## config.mk

```make
export PLATFORM = sky130hd
export DESIGN_NAME = draw_blocks
export DESIGN_NICKNAME = d
export VERILOG_FILES = /design/src/rtl/draw_blocks.sv
export SDC_FILE = /design/constraint.sdc
export NUM_CORES = 1
export LEC_CHECK = 0
export ABC_AREA = 1
export BUFFER_PORTS_ARGS = -buffer_cell sky130_fd_sc_hd__buf_4
export CORE_MARGIN = 3
export CORE_UTILIZATION = 33
export DETAILED_ROUTE_END_ITERATION = 7
export GPL_ROUTABILITY_DRIVEN = 0
export GPL_TIMING_DRIVEN = 0
export PLACE_DENSITY = 0.51
export SYNTH_ARGS = -nofsm -noshare
export SYNTH_HDL_FRONTEND = slang
export SYNTH_SLANG_ARGS = --single-unit
```

## constraint.sdc

```tcl
create_clock -name clock -period 4.2 [get_ports clock]
set_input_delay 0.42 -clock clock [delete_from_list [all_inputs] [get_ports clock]]
set_output_delay 0.42 -clock clock [all_outputs]
set_load 0.01 [all_outputs]
```

## src/rtl/draw_blocks.sv

```systemverilog
// draw_blocks: block-wall layer renderer and block state keeper.
//
// Renders the block wall as a 4-bit layer word {present, rgb} two cycles
// after the pixel coordinate is presented, holds one alive bit per block,
// and services single-cycle hit requests from the collision logic.
//
// Ports:
//   clock          pixel clock
//   reset          synchronous, active-high
//   visible        pixel is in the active area
//   px, py         pixel coordinate (10 bits each)
//   init           level; restores every block while high
//   hit_valid      single-cycle hit request
//   hit_row/col    target block of the hit
//   hit_ack        one-cycle pulse the cycle after hit_valid
//   hit_was_alive  prior state of the hit block, valid with hit_ack
//   out_block      [3] present, [2:0] rgb
//   blocks_left    number of alive blocks
//   all_clear      high while blocks_left == 0
//
// Build option: define DRAW_BLOCKS_ARMOR_EN to give every row-0 block one
// armor bit that absorbs the first hit and renders the block white.

module draw_blocks #(
   parameter int ROWS  = 6,
   parameter int COLS  = 10,
   parameter int BLK_W = 64,
   parameter int BLK_H = 16,
   parameter int TOP   = 32
) (
   input  logic       clock,
   input  logic       reset,
   input  logic       visible,
   input  logic [9:0] px,
   input  logic [9:0] py,
   input  logic       init,
   input  logic       hit_valid,
   input  logic [2:0] hit_row,
   input  logic [3:0] hit_col,
   output logic       hit_ack,
   output logic       hit_was_alive,
   output logic [3:0] out_block,
   output logic [6:0] blocks_left,
   output logic       all_clear
);

   localparam int N  = ROWS * COLS;
   localparam int LW = $clog2(BLK_W);
   localparam int LH = $clog2(BLK_H);

   localparam logic [10:0]  X_END      = 11'(COLS * BLK_W);
   localparam logic [10:0]  Y_TOP      = 11'(TOP);
   localparam logic [10:0]  Y_END      = 11'(TOP + ROWS * BLK_H);
   localparam logic [6:0]   N7         = 7'(N);
   // Alive vector is padded to 128 entries so a 7-bit index never runs off
   // the end; the pad bits are never set.
   localparam logic [127:0] ALL_ALIVE  = {{(128 - N){1'b0}}, {N{1'b1}}};
   localparam logic [15:0]  ALL_ARMOR  = {{(16 - COLS){1'b0}}, {COLS{1'b1}}};

   logic [127:0] alive, alive_nx;
   logic [15:0]  armor, armor_nx;
   logic [6:0]   left_nx;
   logic         ack_nx, was_nx;

   // ---------------- render stage 1 ----------------
   logic [9:0] dy;
   logic       in_wall_c, gap_c;
   logic [3:0] col_c;
   logic [2:0] row_c;

   logic       s1_in_wall, s1_gap;
   logic [3:0] s1_col;
   logic [2:0] s1_row;

   always_comb begin
      dy        = py - 10'(TOP);
      in_wall_c = visible && ({1'b0, px} < X_END) &&
                  ({1'b0, py} >= Y_TOP) && ({1'b0, py} < Y_END);
      gap_c     = (&px[LW-1:0]) || (&dy[LH-1:0]);
      col_c     = 4'(px >> LW);
      row_c     = 3'(dy >> LH);
   end

   always_ff @(posedge clock) begin
      if (reset) begin
         s1_in_wall <= 1'b0;
         s1_gap     <= 1'b0;
         s1_col     <= '0;
         s1_row     <= '0;
      end else begin
         s1_in_wall <= in_wall_c;
         s1_gap     <= gap_c;
         s1_col     <= col_c;
         s1_row     <= row_c;
      end
   end

   // ---------------- render stage 2 ----------------
   logic [6:0] pix_idx;
   logic [2:0] rgb;
   logic       pix_on;
   logic [3:0] blk_c;

   always_comb begin
      pix_idx = 7'(32'(s1_row) * COLS + 32'(s1_col));
      rgb     = (s1_row == 3'd7) ? 3'd1 : s1_row + 3'd1;
      pix_on  = s1_in_wall && !s1_gap && alive[pix_idx];
      blk_c   = pix_on ? {1'b1, rgb} : 4'b0000;
`ifdef DRAW_BLOCKS_ARMOR_EN
      if (pix_on && (s1_row == 3'd0) && armor[s1_col])
         blk_c = 4'b1111;
`endif
   end

   // ---------------- hit handling ----------------
   logic [6:0] hit_idx;
   logic       in_range, armored;

   always_comb begin
      hit_idx  = 7'(32'(hit_row) * COLS + 32'(hit_col));
      in_range = (32'(hit_row) < ROWS) && (32'(hit_col) < COLS);
      armored  = 1'b0;
`ifdef DRAW_BLOCKS_ARMOR_EN
      armored  = (hit_row == 3'd0) && armor[hit_col];
`endif
      alive_nx = alive;
      armor_nx = armor;
      left_nx  = blocks_left;
      ack_nx   = hit_valid;
      was_nx   = 1'b0;
      // init outranks a simultaneous hit: the hit is still acknowledged but
      // reports a dead block and changes nothing.
      if (init) begin
         alive_nx = ALL_ALIVE;
         armor_nx = ALL_ARMOR;
         left_nx  = N7;
      end else if (hit_valid && in_range) begin
         if (armored) begin
            armor_nx[hit_col] = 1'b0;
            was_nx            = 1'b1;
         end else begin
            was_nx            = alive[hit_idx];
            alive_nx[hit_idx] = 1'b0;
            if (alive[hit_idx] && (blocks_left != 7'd0))
               left_nx = blocks_left - 7'd1;
         end
      end
   end

   always_ff @(posedge clock) begin
      if (reset) begin
         alive         <= ALL_ALIVE;
         armor         <= ALL_ARMOR;
         blocks_left   <= N7;
         all_clear     <= 1'b0;
         hit_ack       <= 1'b0;
         hit_was_alive <= 1'b0;
         out_block     <= 4'b0000;
      end else begin
         alive         <= alive_nx;
         armor         <= armor_nx;
         blocks_left   <= left_nx;
         all_clear     <= (left_nx == 7'd0);
         hit_ack       <= ack_nx;
         hit_was_alive <= was_nx;
         out_block     <= blk_c;
      end
   end

endmodule

```

Word-level counts from Yosys, hierarchy flattened
Cells that the tools add are included.

$add $sub $neg: 5. $mul: 2. Divide/modulo/power cells: 0. $lt $le $gt $ge: 8. Eq/ne operators: 1. Shift-type cells: 0. Multiplexer cells: 11. Bitwise gates (word level): 4. Reduce and logical (&&, ||, !) cells: 19.

Operators with widths (count): bitwise AND 128 bit (1); inverter 128 bit (1); 2-to-1 mux 7 bit (3); < comparator 7 x 8 -> 1 bit (second input constant) (2); adder 7 x 4 -> 7 bit (2); binary-select mux 1 bit (select 7 bit) (2); multiplier 3 x 3 -> 6 bit (second input constant) (2); greater-or-equal comparator 10 x 6 -> 1 bit (second input constant) (1); < comparator 10 bit (second input constant) (1); < comparator 10 x 8 -> 1 bit (second input constant) (1); logical AND 1 bit (9); demux 1 bit (select 7 bit) (1); greater-or-equal comparator 7 x 1 -> 1 bit (second input constant) (1); zero test 7 bit (1); nonzero test 7 bit (1); subtractor 7 x 1 -> 7 bit (second input constant) (1); subtractor 7 x 6 -> 7 bit (second input constant) (1); AND reduction 6 bit (1); OR reduction 3 bit (2); < comparator 4 bit (second input constant) (1); 2-to-1 mux 4 bit (1); AND reduction 4 bit (1); OR reduction 2 bit (2); adder 3 x 1 -> 3 bit (second input constant) (1); other kinds (7) (10).

Register bits after elaboration: 151. Bits in latches: 0. Bits in writable memories: 0. Memory bits (read-only): 0. Bits of input ports: 32. Output and inout port bits: 14. Memories kept: 0.

Logic depth before layout (Yosys ltp)
Gate-level depths: netlist (run 1).

Word-level depth: 9. Gate-level depth with buffers: 21. Gate-level depth less buffers: 20.

Worst setup path after synthesis (run 1)
OpenSTA, ideal clock, no wires.

Path type: in2reg. Start: input hit_row[0]. End: register all_clear. Setup time: 0.111 ns. Data arrival time: 2.447 ns. Slack: 1.641 ns. Stages: 20. Buffers on the path: 0. Cells stage by stage: ha_1 ha_1 nand2_1 nand3_2 nand2_2 nand2_1 nor2_2 nand2_1 nand2_1 nor2_1 nor2_1 nor2_1 nand2_2 nand3_1 nand2_1 nand3_1 nand2_1 inv_1 nand2_1 nor2_1.

Longest elaborated chain between the ends: 9. Elaborated cells between the ends (all ways): 12. Those cells by class: 1 x add/sub; 1 x mul; 1 x order compare; 5 x mux; 4 x reduce/logical.

RTL lines: start: declaration (RTL line 38) `input logic [2:0] hit_row,`; multiplier 3 x 3 -> 6 bit (RTL line 120) `hit_idx = 7'(32'(hit_row) * COLS + 32'(hit_col));`; adder 7 x 4 -> 7 bit (RTL line 120); binary-select mux 1 bit (select 7 bit) (RTL line 144) `if (alive[hit_idx] && (blocks_left != 7'd0))`; 2-to-1 mux 1 bit (not written as such) (RTL line 144); logical AND 1 bit (RTL line 144); 2-to-1 mux 7 bit (RTL line 144); 2-to-1 mux 7 bit (*) (RTL line 137) `end else if (hit_valid && in_range) begin`; 2-to-1 mux 7 bit (*) (RTL line 133) `if (init) begin`; zero test 7 bit (*) (RTL line 163) `all_clear <= (left_nx == 7'd0);`; end signal: assignment (RTL line 163); end: declaration (RTL line 44) `output logic all_clear`.

Mark *: on every way between the ends. The rest lies on a longest branch, timed or not. The select of a mux whose other input is x is not followed. A chain may end at the register's enable or synchronous reset.

Final worst setup path (run 1)
Start: register s1_row[0]. End: register out_block[2].

Longest elaborated chain between the ends: 7. Elaborated cells between the ends (all ways): 9. Those cells by class: 2 x add/sub; 1 x mul; 1 x eq/ne; 2 x mux; 1 x bitwise; 2 x reduce/logical.

RTL lines: start: declaration (RTL line 73) `logic [2:0] s1_row;`; start signal: assignment (RTL line 94) `s1_row <= row_c;`; multiplier 3 x 3 -> 6 bit (RTL line 105) `pix_idx = 7'(32'(s1_row) * COLS + 32'(s1_col));`; adder 7 x 4 -> 7 bit (RTL line 105); binary-select mux 1 bit (select 7 bit) (RTL line 107) `pix_on = s1_in_wall && !s1_gap && alive[pix_idx];`; 2-to-1 mux 1 bit (not written as such) (RTL line 107); logical AND 1 bit (RTL line 107); inverter 1 bit (no line); OR reduction 3 bit (no line); end signal: assignment (RTL line 166) `out_block <= blk_c;`; end: declaration (RTL line 42) `output logic [3:0] out_block,`.

Parallel ways exist; a longest one is shown, timed or not. The select of a mux whose other input is x is not followed.

==> metrics.txt, run 1 <==
status finished clean; metal2 WL ~15000 um; largest net degree at the start of global routing 17; post-CTS sizing 0; FMAX 272 MHz; Setup violations, final 0; Slew Limit Fails 0; CTS Buf Count 17; Crit Path Max Fanout 10; worst path cell trace ha_1 > fa_1 > clkbuf_1 > clkinv_1 > clkbuf_1 > nand3_1 > nand3_1 > nand3_1 > nand3_1 > a21boi_0 > nor2_1 > nand3_1 > nor2_1; crit path DAT 4.01 ns; reg-to-reg slack, setup approximately 0.52 ns; Startpoint Class flip-flop; Post-CTS Setup Inserts 0; Final min period approximately 3.7 ns; critical path required time around 4.5 ns; FFs w/ async S/R, synth 0; sequential fraction of the synthesis area 0.374; Crit path depth 13; syn nets around 1300; DRC 0; GRT Total Usage 0.248; CTS tree yes; via count slightly below 9000; Area Growth Syn to Fin 16.8%; Ant. Diodes 0; clk_lat worst skew 0.43 ns; wl on met1 ~14000 um; Cells after Synth roughly 1300; Critical Path End out_block[2]; violation count after the first detailed-routing iteration between 900 and 1000; WP buf/inv 3; die footprint 26400 sq um; Seq pwr share 0.379; Post-synth EDFFs 0; Worst setup startpoint s1_row[0]; die width 163 um; slowest stage cell on the critical path fa_1; vias in the first global route approximately 8000; Total Power 3820 uW; worst hold slack about 0.15 ns; CP top delay family buffers and inverters; top sig layer met4; Routed WL roughly 33000 um; detailed-router iteration count before antenna repair 5; reg-to-reg critical path endpoint out_block[2]; starting density of the core 0.341; combinational power share 0.187; Final period util 0.875; Synth area leaders dfxtp_1 (37%), nand2_1 (22%), o21ai_0 (12%); CTS Hold Bufs 0; Leak 0.00423 uW; I/O Buffers between 40 and 50; maximum vdd drop between 0.2 and 0.25 mV; Psw roughly 1200 uW; Crit path largest cell delay around 0.49 ns; cell with the most instances after synthesis nand2_1; RSZ-0062 raised after global routing false; share of the synthesized area in the top cell type 0.374; WL met3 just under 3000 um; most used flip-flop cell after synthesis dfxtp_1; flops & latches, synth about 150; CTS root buffer clkbuf_16; TNS Setup 0 ns; post-DP HPWL about 22000 um; critical path endpoint category flip-flop; slew margin rel. 0.321; global-route wire length before repair around 49000 um; Max clock buf depth 2; Clock power frac 0.434; Ys Warns 0; FILL cells 2591; Max-Cap Viols 0; Rows 56; share of layout cells above drive strength 1 0.0877; H-Tree Depth 4; actual slew at the worst max-slew pin just over 1 ns; Fin Clk Skew 0.00723 ns; Setup CP Type flip-flop to flip-flop; synthesized area roughly 8000 sq um; Hold/Removal Path Class input pin to flip-flop; drt via density ~5.3; Hold Violations, Final 0; P per Cell Area 404 nW/um^2; Die H about 160 um; clock tree sinks 151; syn_area_per_cell about 6.4 sq um; gr ovfl total 0; FF-to-FF path depth 13; cell-internal power 2630 uW; RR Startpoint s1_row[0]; Nets between 1000 and 1500; # IOs 46; clock-pin transition on the worst setup and hold timing paths about 0.06 ns; Distinct cells, synth 37; drt wl/cell about 20 um; cell taking the most area after synthesis dfxtp_1; ANT nets after route 0; Switching Fraction 0.312; CP dominant cell by count nand3_1; most frequent cells after synthesis nand2_1 (465), o21ai_0 (191), dfxtp_1 (151), nor2_1 (110), inv_1 (74); core area 23800 sq um; initial antenna violation count 1
sequential cells by signal (all words and copies together) (netlist names), 3 cells and up:
signal       cells
alive          128
s1_row           3
s1_col           4
blocks_left      7
out_block        4
through the flow:
| stage | util | cells | setup slack (ns) | area [sq um] |
|---|---|---|---|---|
| 2_1_floorplan | - | 1270 | 1.64 | 8090 |
| 3_3_place_gp | 0.372 | 1634 | 0.311 | 8830 |
| 3_5_place_dp | 0.372 | 1634 | 0.339 | 8830 |
| 4_1_cts | 0.398 | 1664 | 0.298 | 9450 |
| 5_1_grt | 0.398 | 1664 | 0.357 | 9450 |
| 6_report | 0.398 | 1664 | 0.525 | 9450 |
power by group through the flow:
stage                     clock (uW)  combinational (uW)  sequential [uW]
after CTS                       1670                 693             1450
after floorplan                    0                 415             1480
after global placement             0                 690             1480
after global routing            1730                 764             1450
after detailed placement           0                 691             1480
final                           1660                 715             1450
routing by layer:
metal	GRT usage	vias up
li1	-	4253
met4	0.0984	0
met3	0.0468	84
met2	0.392	408
met1	0.335	4099
met5	0	-
area by class of cell:
class / count / area [sq um] / area share
repair buffers: 45 / 338 / 0.0357
multi-input cells: 969 / 4450 / 0.471
plain buffers: 72 / 333 / 0.0352
flip-flops and latches: 151 / 3020 / 0.320
clock buffers: 18 / 439 / 0.0465
inverters: 78 / 293 / 0.0310
clock inverters: 12 / 176 / 0.0187
well taps: 319 / 399 / 0.0422
cell usage in the layout (no fill, tap or decap), types with 3 or more instances in the layout:
cell type	instances
nand2_1	465
o21ai_0	191
dfxtp_1	151
nor2_1	110
inv_1	74
a21oi_1	58
nand3_1	55
buf_4	55
clkbuf_1	44
nand4_1	18
ha_1	17
clkbuf_16	17
buf_2	14
a22oi_1	9
o211ai_1	7
nor3_1	4
nor2_2	4
o21ai_1	4
bufinv_16	4
buf_1	3
nand2_2	3
nand3b_1	3
clkinv_2	3
worst min-delay path by stage:
| stage | from | end | slack [ns] | cells past startpoint |
|---|---|---|---|---|
| 6_report | py[5] | s1_row[1] | 0.15 | 2 |
| 5_1_grt | py[5] | s1_row[1] | 0.15 | 2 |
| 4_1_cts | py[5] | s1_row[1] | 0.15 | 2 |
| 3_5_place_dp | alive[98] | alive[98] | 0.44 | 2 |
| 3_3_place_gp | alive[78] | alive[78] | 0.44 | 2 |
| 2_1_floorplan | alive[100] | alive[100] | 0.43 | 2 |
cells by family after synthesis:
group | count (synthesis) | synth area share
buffers and inverters | 150 | 0.0773
adders and majority gates | 19 | 0.0312
DFF | 151 | 0.374
and+or+nand+nor | 667 | 0.331
AOI/OAI and AO/OA | 278 | 0.181
xor gates and xnor gates | 5 | 0.00634
Power figures use the tool's default switching activity.
==> run 2, diff against run 1 <==
--- a/config.mk
+++ b/config.mk
@@ -12,7 +12,7 @@
 export DETAILED_ROUTE_END_ITERATION = 7
 export GPL_ROUTABILITY_DRIVEN = 0
 export GPL_TIMING_DRIVEN = 0
-export PLACE_DENSITY = 0.51
+export PLACE_DENSITY = 0.53
 export SYNTH_ARGS = -nofsm -noshare
 export SYNTH_HDL_FRONTEND = slang
 export SYNTH_SLANG_ARGS = --single-unit
==> constraint.sdc (replaced) <==
create_clock -name clock -period 3.1 [get_ports clock]
set_input_delay 0.31 -clock clock [delete_from_list [all_inputs] [get_ports clock]]
set_output_delay 0.31 -clock clock [all_outputs]
set_load 0.01 [all_outputs]
==> metrics.txt, run 2 (same netlist as run 1, synthesis figures left out) <==
status finished clean; clk_lat worst skew 0.44 ns (about the same); Hold/Removal Path Class input pin to flip-flop; Slew Limit Fails 0 (unchanged); actual slew at the worst max-slew pin 1.02 ns (+0.00429 ns); Max-Cap Viols 0 (unchanged); FMAX 334 MHz (+23%); # IOs 46 (unchanged); reg-to-reg slack, setup 0.10 ns (-0.42 ns); Routed WL 32200 um (-1.3%); Crit path largest cell delay 0.74 ns (+0.25 ns); Die H 163 um (unchanged); I/O Buffers 45 (unchanged); CP dominant cell by count nand3_1; gr ovfl total 0 (unchanged); worst hold slack 0.0418 ns (-0.113 ns); detailed-router iteration count before antenna repair 5 (unchanged); Ant. Diodes 0 (unchanged); worst path cell trace ha_1 > fa_2 > clkinv_2 > clkbuf_4 > nand3_1 > nand3_1 > nand3_1 > nand3_1 > a21boi_0 > nor2_2 > nand3_1 > nor2_1; Critical Path End out_block[2]; via count 8823 (-0.24%); H-Tree Depth 4 (unchanged); clock-pin transition on the worst setup and hold timing paths 0.06 ns (about the same); GRT Total Usage 0.244 (-0.00413); P per Cell Area 518 nW/um^2 (+28%); commonest cells after routing, fill and taps aside nand2_1 (465), o21ai_0 (191), dfxtp_1 (151); Final period util 0.966 (+0.0913); global-route wire length before repair 48700 um (-1.4%); Worst setup startpoint s1_row[0]; die width 163 um (unchanged); DRC 0 (unchanged); violation count after the first detailed-routing iteration 1108 (+16%); core area 23800 sq um (unchanged); Final min period 3.00 ns (-0.680 ns); Rows 56 (unchanged); post-DP HPWL 22000 um (-1.1%); clock tree sinks 151 (unchanged); RSZ-0062 raised after global routing false; crit path DAT 3.33 ns (-0.68 ns); drt via density 5.30 (-0.30%); Max clock buf depth 2 (unchanged); maximum vdd drop 0.357 mV (+47%); most flop-heavy register alive; setup ws final 0.104 ns (-0.420 ns); largest net degree at the start of global routing 17 (unchanged); slew margin rel. 0.318 (-0.00286); Startpoint Class flip-flop; Largest regs alive x128, blocks_left x7; Crit Path Max Fanout 10 (unchanged); commonest non-fill, non-tap cell in the layout nand2_1; ANT nets after route 0 (unchanged); critical path required time 3.43 ns (-1.10 ns); RR Startpoint s1_row[0]; Area Growth Syn to Fin 16.1%; Placement Setup Slack -0.804 ns (-1.14 ns); FILL cells 2605 (+0.54%); Hold Violations, Final 0 (unchanged); CTS tree yes; Leak 0.00420 uW (-0.74%); share of layout cells above drive strength 1 0.0944 (+0.00662); CTS Hold Bufs 0 (unchanged); die footprint 26400 sq um (unchanged); critical path endpoint category flip-flop; initial antenna violation count 1 (unchanged); Setup violations, final 0 (unchanged); Fin Clk Skew 0.00921 ns (+0.00199 ns); vias in the first global route 8145 (-0.84%); drt wl/cell 19.3 um (-1.3%); Setup CP Type flip-flop to flip-flop; reg-to-reg critical path endpoint out_block[2]; CTS Buf Count 17 (unchanged); Nets 1385 (unchanged); CTS root buffer clkbuf_16; starting density of the core 0.341 (unchanged); max FFs per register 128 (unchanged); FF-to-FF path depth 12 (-1); TNS Setup 0 ns (unchanged); slowest stage cell on the critical path fa_2; Total Power 4870 uW (+27%)
## run 2: cell count changes in the layout (fill, tap and decap cells not counted), moves of 2 or more
cell,change
clkinv_4,+2
bufinv_16,-4
clkbuf_2,+4
clkinvlp_4,+3
clkbuf_1,-4
## run 2: how the worst min path moves through the flow
stage	slack [ns]	end	cells past startpoint	startpoint
finish	0.04	s1_row[1]	2	py[5]
global route	0.03	s1_row[1]	2	py[5]
CTS	0.03	s1_row[1]	2	py[5]
detailed placement	0.44	alive[74]	2	alive[74]
global placement	0.44	alive[74]	2	alive[74]
floorplan	0.38	s1_gap	1	reset
## run 2: routing by layer
layer / track usage / up-vias / share of wire
met3: 0.0384 / 72 / 0.089
met1: 0.328 / 4087 / 0.42
li1: - / 4248 / -
met5: 0 / - / 0
met2: 0.386 / 416 / 0.46
met4: 0.110 / 0 / 0.033
## run 2: cell type report
type,instances,area [sq um],share of cell area
clock inverter,13,100,0.0107
tap,319,399,0.0425
sequential,151,3020,0.322
buffer,71,338,0.0360
multi-input combinational,969,4470,0.475
clock buffer,18,429,0.0457
timing repair buffer,46,345,0.0368
inverter,78,294,0.0313
## run 2: timing repair
action / in CTS / in global routing
endpoints found under the setup margin: 4 / 4
resized for setup: 6 / 8
pin swaps: 1 / 0
endpoints found under the hold margin: 0 / 0
buffers inserted: 1 / 0
## run 2: per-stage QoR
stage          area [sq um]   util  instances
6_report               9400  0.396       1665
5_1_grt                9400  0.396       1665
4_1_cts                9390  0.395       1665
3_5_place_dp           8830  0.372       1634
3_3_place_gp           8830  0.372       1634
2_1_floorplan          8090      -       1270
## run 2: critical path, delay by kind of cell, from the launching register on
kind,cells,cell delay [ns]
AO/OA/AOI/OAI,1,0.30
adder cells (fa/ha/maj),2,0.96
buffers and inverters,2,0.57
flip-flops,1,0.35
AND/OR/NAND/NOR,7,0.68
## run 2: power by group
part	switching (uW)	leakage (uW)	internal [uW]
clock network	903	0.000245	1020
logic	724	0.00273	255
registers	8.30	0.00122	1950
total	1640	0.00420	3230
==> run 3, diff against run 2 <==
--- a/config.mk
+++ b/config.mk
@@ -12,7 +12,7 @@
 export DETAILED_ROUTE_END_ITERATION = 7
 export GPL_ROUTABILITY_DRIVEN = 0
 export GPL_TIMING_DRIVEN = 0
-export PLACE_DENSITY = 0.53
+export PLACE_DENSITY = 0.51
 export SYNTH_ARGS = -nofsm -noshare
 export SYNTH_HDL_FRONTEND = slang
 export SYNTH_SLANG_ARGS = --single-unit
==> constraint.sdc (replaced) <==
create_clock -name clock -period 3.05 [get_ports clock]
set_input_delay 0.305 -clock clock [delete_from_list [all_inputs] [get_ports clock]]
set_output_delay 0.305 -clock clock [all_outputs]
set_load 0.01 [all_outputs]
==> metrics.txt, run 3 (same netlist as run 1, synthesis figures left out) <==
max FFs per register 128 (unchanged); wl on met1 14100 um (+3.8%); Cells after DPL 1634 (unchanged); Ant. Diodes 0 (unchanged); Area Growth Syn to Fin 17.6%; # IOs 46 (unchanged); clk_lat worst skew 0.43 ns (about the same); Slew Limit Fails 0 (unchanged); drt via density 5.31 (+0.17%); slew margin rel. 0.317 (-0.00164); share of layout cells above drive strength 1 0.0972 (+0.00283); commonest cells after routing, fill and taps aside nand2_1 (465), o21ai_0 (191), dfxtp_1 (151); Crit Path Max Fanout 10 (unchanged); detailed-router iteration count before antenna repair 6 (+1); Switching Fraction 0.311 (-0.0253); CTS Hold Bufs 0 (unchanged); FMAX 343 MHz (+2.9%); ANT nets after route 0 (unchanged); worst hold slack 0.0442 ns (+0.00249 ns); global-route wire length before repair 49300 um (+1.3%); crit path DAT 3.24 ns (-0.09 ns); CTS tree yes; most flop-heavy register alive; CTS Buf Count 17 (unchanged); clock-pin transition on the worst setup and hold timing paths 0.06 ns (about the same); actual slew at the worst max-slew pin 1.02 ns (+0.00246 ns); Setup CP Type flip-flop to flip-flop; Psw 1640 uW (+0.32%); Die H 163 um (unchanged); top sig layer met4; die width 163 um (unchanged); Startpoint Class flip-flop; commonest non-fill, non-tap cell in the layout nand2_1; I/O Buffers 45 (unchanged); Final min period 2.91 ns (-0.0834 ns); Layout Cells excl Fill 1667 (+0.12%); Max-Cap Viols 0 (unchanged); DRC 0 (unchanged); Routed WL 32500 um (+1.1%); vias in the first global route 8217 (+0.88%); initial antenna violation count 1 (unchanged); combinational power share 0.193 (-0.008); CTS root buffer clkbuf_16; metal2 WL 14500 um (-1.4%); Rows 56 (unchanged); maximum vdd drop 0.331 mV (-7.4%); P per Cell Area 554 nW/um^2 (+7.1%); Setup violations, final 0 (unchanged); Fin Clk Skew 0.00673 ns (-0.00248 ns); Hold Violations, Final 0 (unchanged); Clock power frac 0.430 (+0.034); Largest regs alive x128, blocks_left x7; Max clock buf depth 2 (unchanged); violation count after the first detailed-routing iteration 949 (-14%); gr ovfl total 0 (unchanged); H-Tree Depth 4 (unchanged); RSZ-0062 raised after global routing false; largest net degree at the start of global routing 18 (+1); via count 8849 (+0.29%); starting density of the core 0.341 (unchanged); Nets 1388 (+0.22%); post-DP HPWL 22300 um (+1.2%); core area 23800 sq um (unchanged); clock tree sinks 151 (unchanged); Final period util 0.955 (-0.0115); Leak 0.00426 uW (+1.5%); critical path required time 3.38 ns (-0.05 ns); GRT Total Usage 0.248 (+0.00411); die footprint 26400 sq um (unchanged); FILL cells 2574 (-1.2%); Seq pwr share 0.377 (-0.026); Hold/Removal Path Class input pin to flip-flop; critical path endpoint category flip-flop; WL met3 2700 um (-5.2%); cell-internal power 3640 uW (+13%); status finished clean; drt wl/cell 19.5 um (+0.97%)
## run 3: critical path: stages (launching register included)
cell      delay (ns)
dfxtp_1         0.35
ha_1            0.33
clkbuf_2        0.39
buf_1           0.58
nand3_1         0.15
o211ai_1        0.11
nand3_1         0.11
nand3_1         0.14
nand3_1         0.10
a21boi_0        0.28
nor2_2          0.12
nand3_1         0.11
nor2_1          0.04
## run 3: per-stage QoR
stage	setup WS (ns)	setup TNS [ns]	utilization	instance area, sq um	total power (uW)
2_1_floorplan	0.606	0	-	8090	2610
3_3_place_gp	-0.839	-13.86	0.372	8830	2990
3_5_place_dp	-0.811	-12.08	0.372	8830	2990
4_1_cts	0.0673	0	0.400	9490	5270
5_1_grt	0.00122	0	0.401	9520	5460
6_report	0.138	0	0.401	9520	5280
## run 3: cell type report
class,instances,area [sq um],area share
clock buffers,18,439,0.0461
well taps,319,399,0.0419
plain buffers,70,332,0.0348
repair buffers,50,375,0.0394
inverters,78,299,0.0314
flip-flops and latches,151,3020,0.318
multi-input cells,969,4480,0.470
clock inverters,12,176,0.0185
## run 3: layer usage
layer,up-vias,GRT usage
li1,4248,-
met1,4111,0.336
met2,397,0.391
met3,93,0.0420
met4,0,0.106
met5,-,0
## run 3: repair_timing
| item | in CTS | in global routing |
|---|---|---|
| resized for setup | 8 | 6 |
| pin swaps | 1 | 1 |
| endpoints found under the setup margin | 4 | 5 |
| setup buffers | 3 | 2 |
## run 3: final timing paths
kind | from | endpoint | slack [ns] | cells past startpoint
max reg2reg | s1_row[0] | out_block[2] | 0.14 | 12
min reg2reg | alive[98] | alive[98] | 0.45 | 2
max | s1_row[0] | out_block[2] | 0.14 | 12
min | py[5] | s1_row[1] | 0.04 | 2
## run 3: power by group through the flow
| stage | registers (uW) | clock network, uW | logic [uW] |
|---|---|---|---|
| finish | 1990 | 2270 | 1020 |
| global route | 1990 | 2380 | 1090 |
| CTS | 1990 | 2300 | 977 |
| detailed placement | 2040 | 0 | 951 |
| global placement | 2040 | 0 | 950 |
| floorplan | 2030 | 0 | 571 |
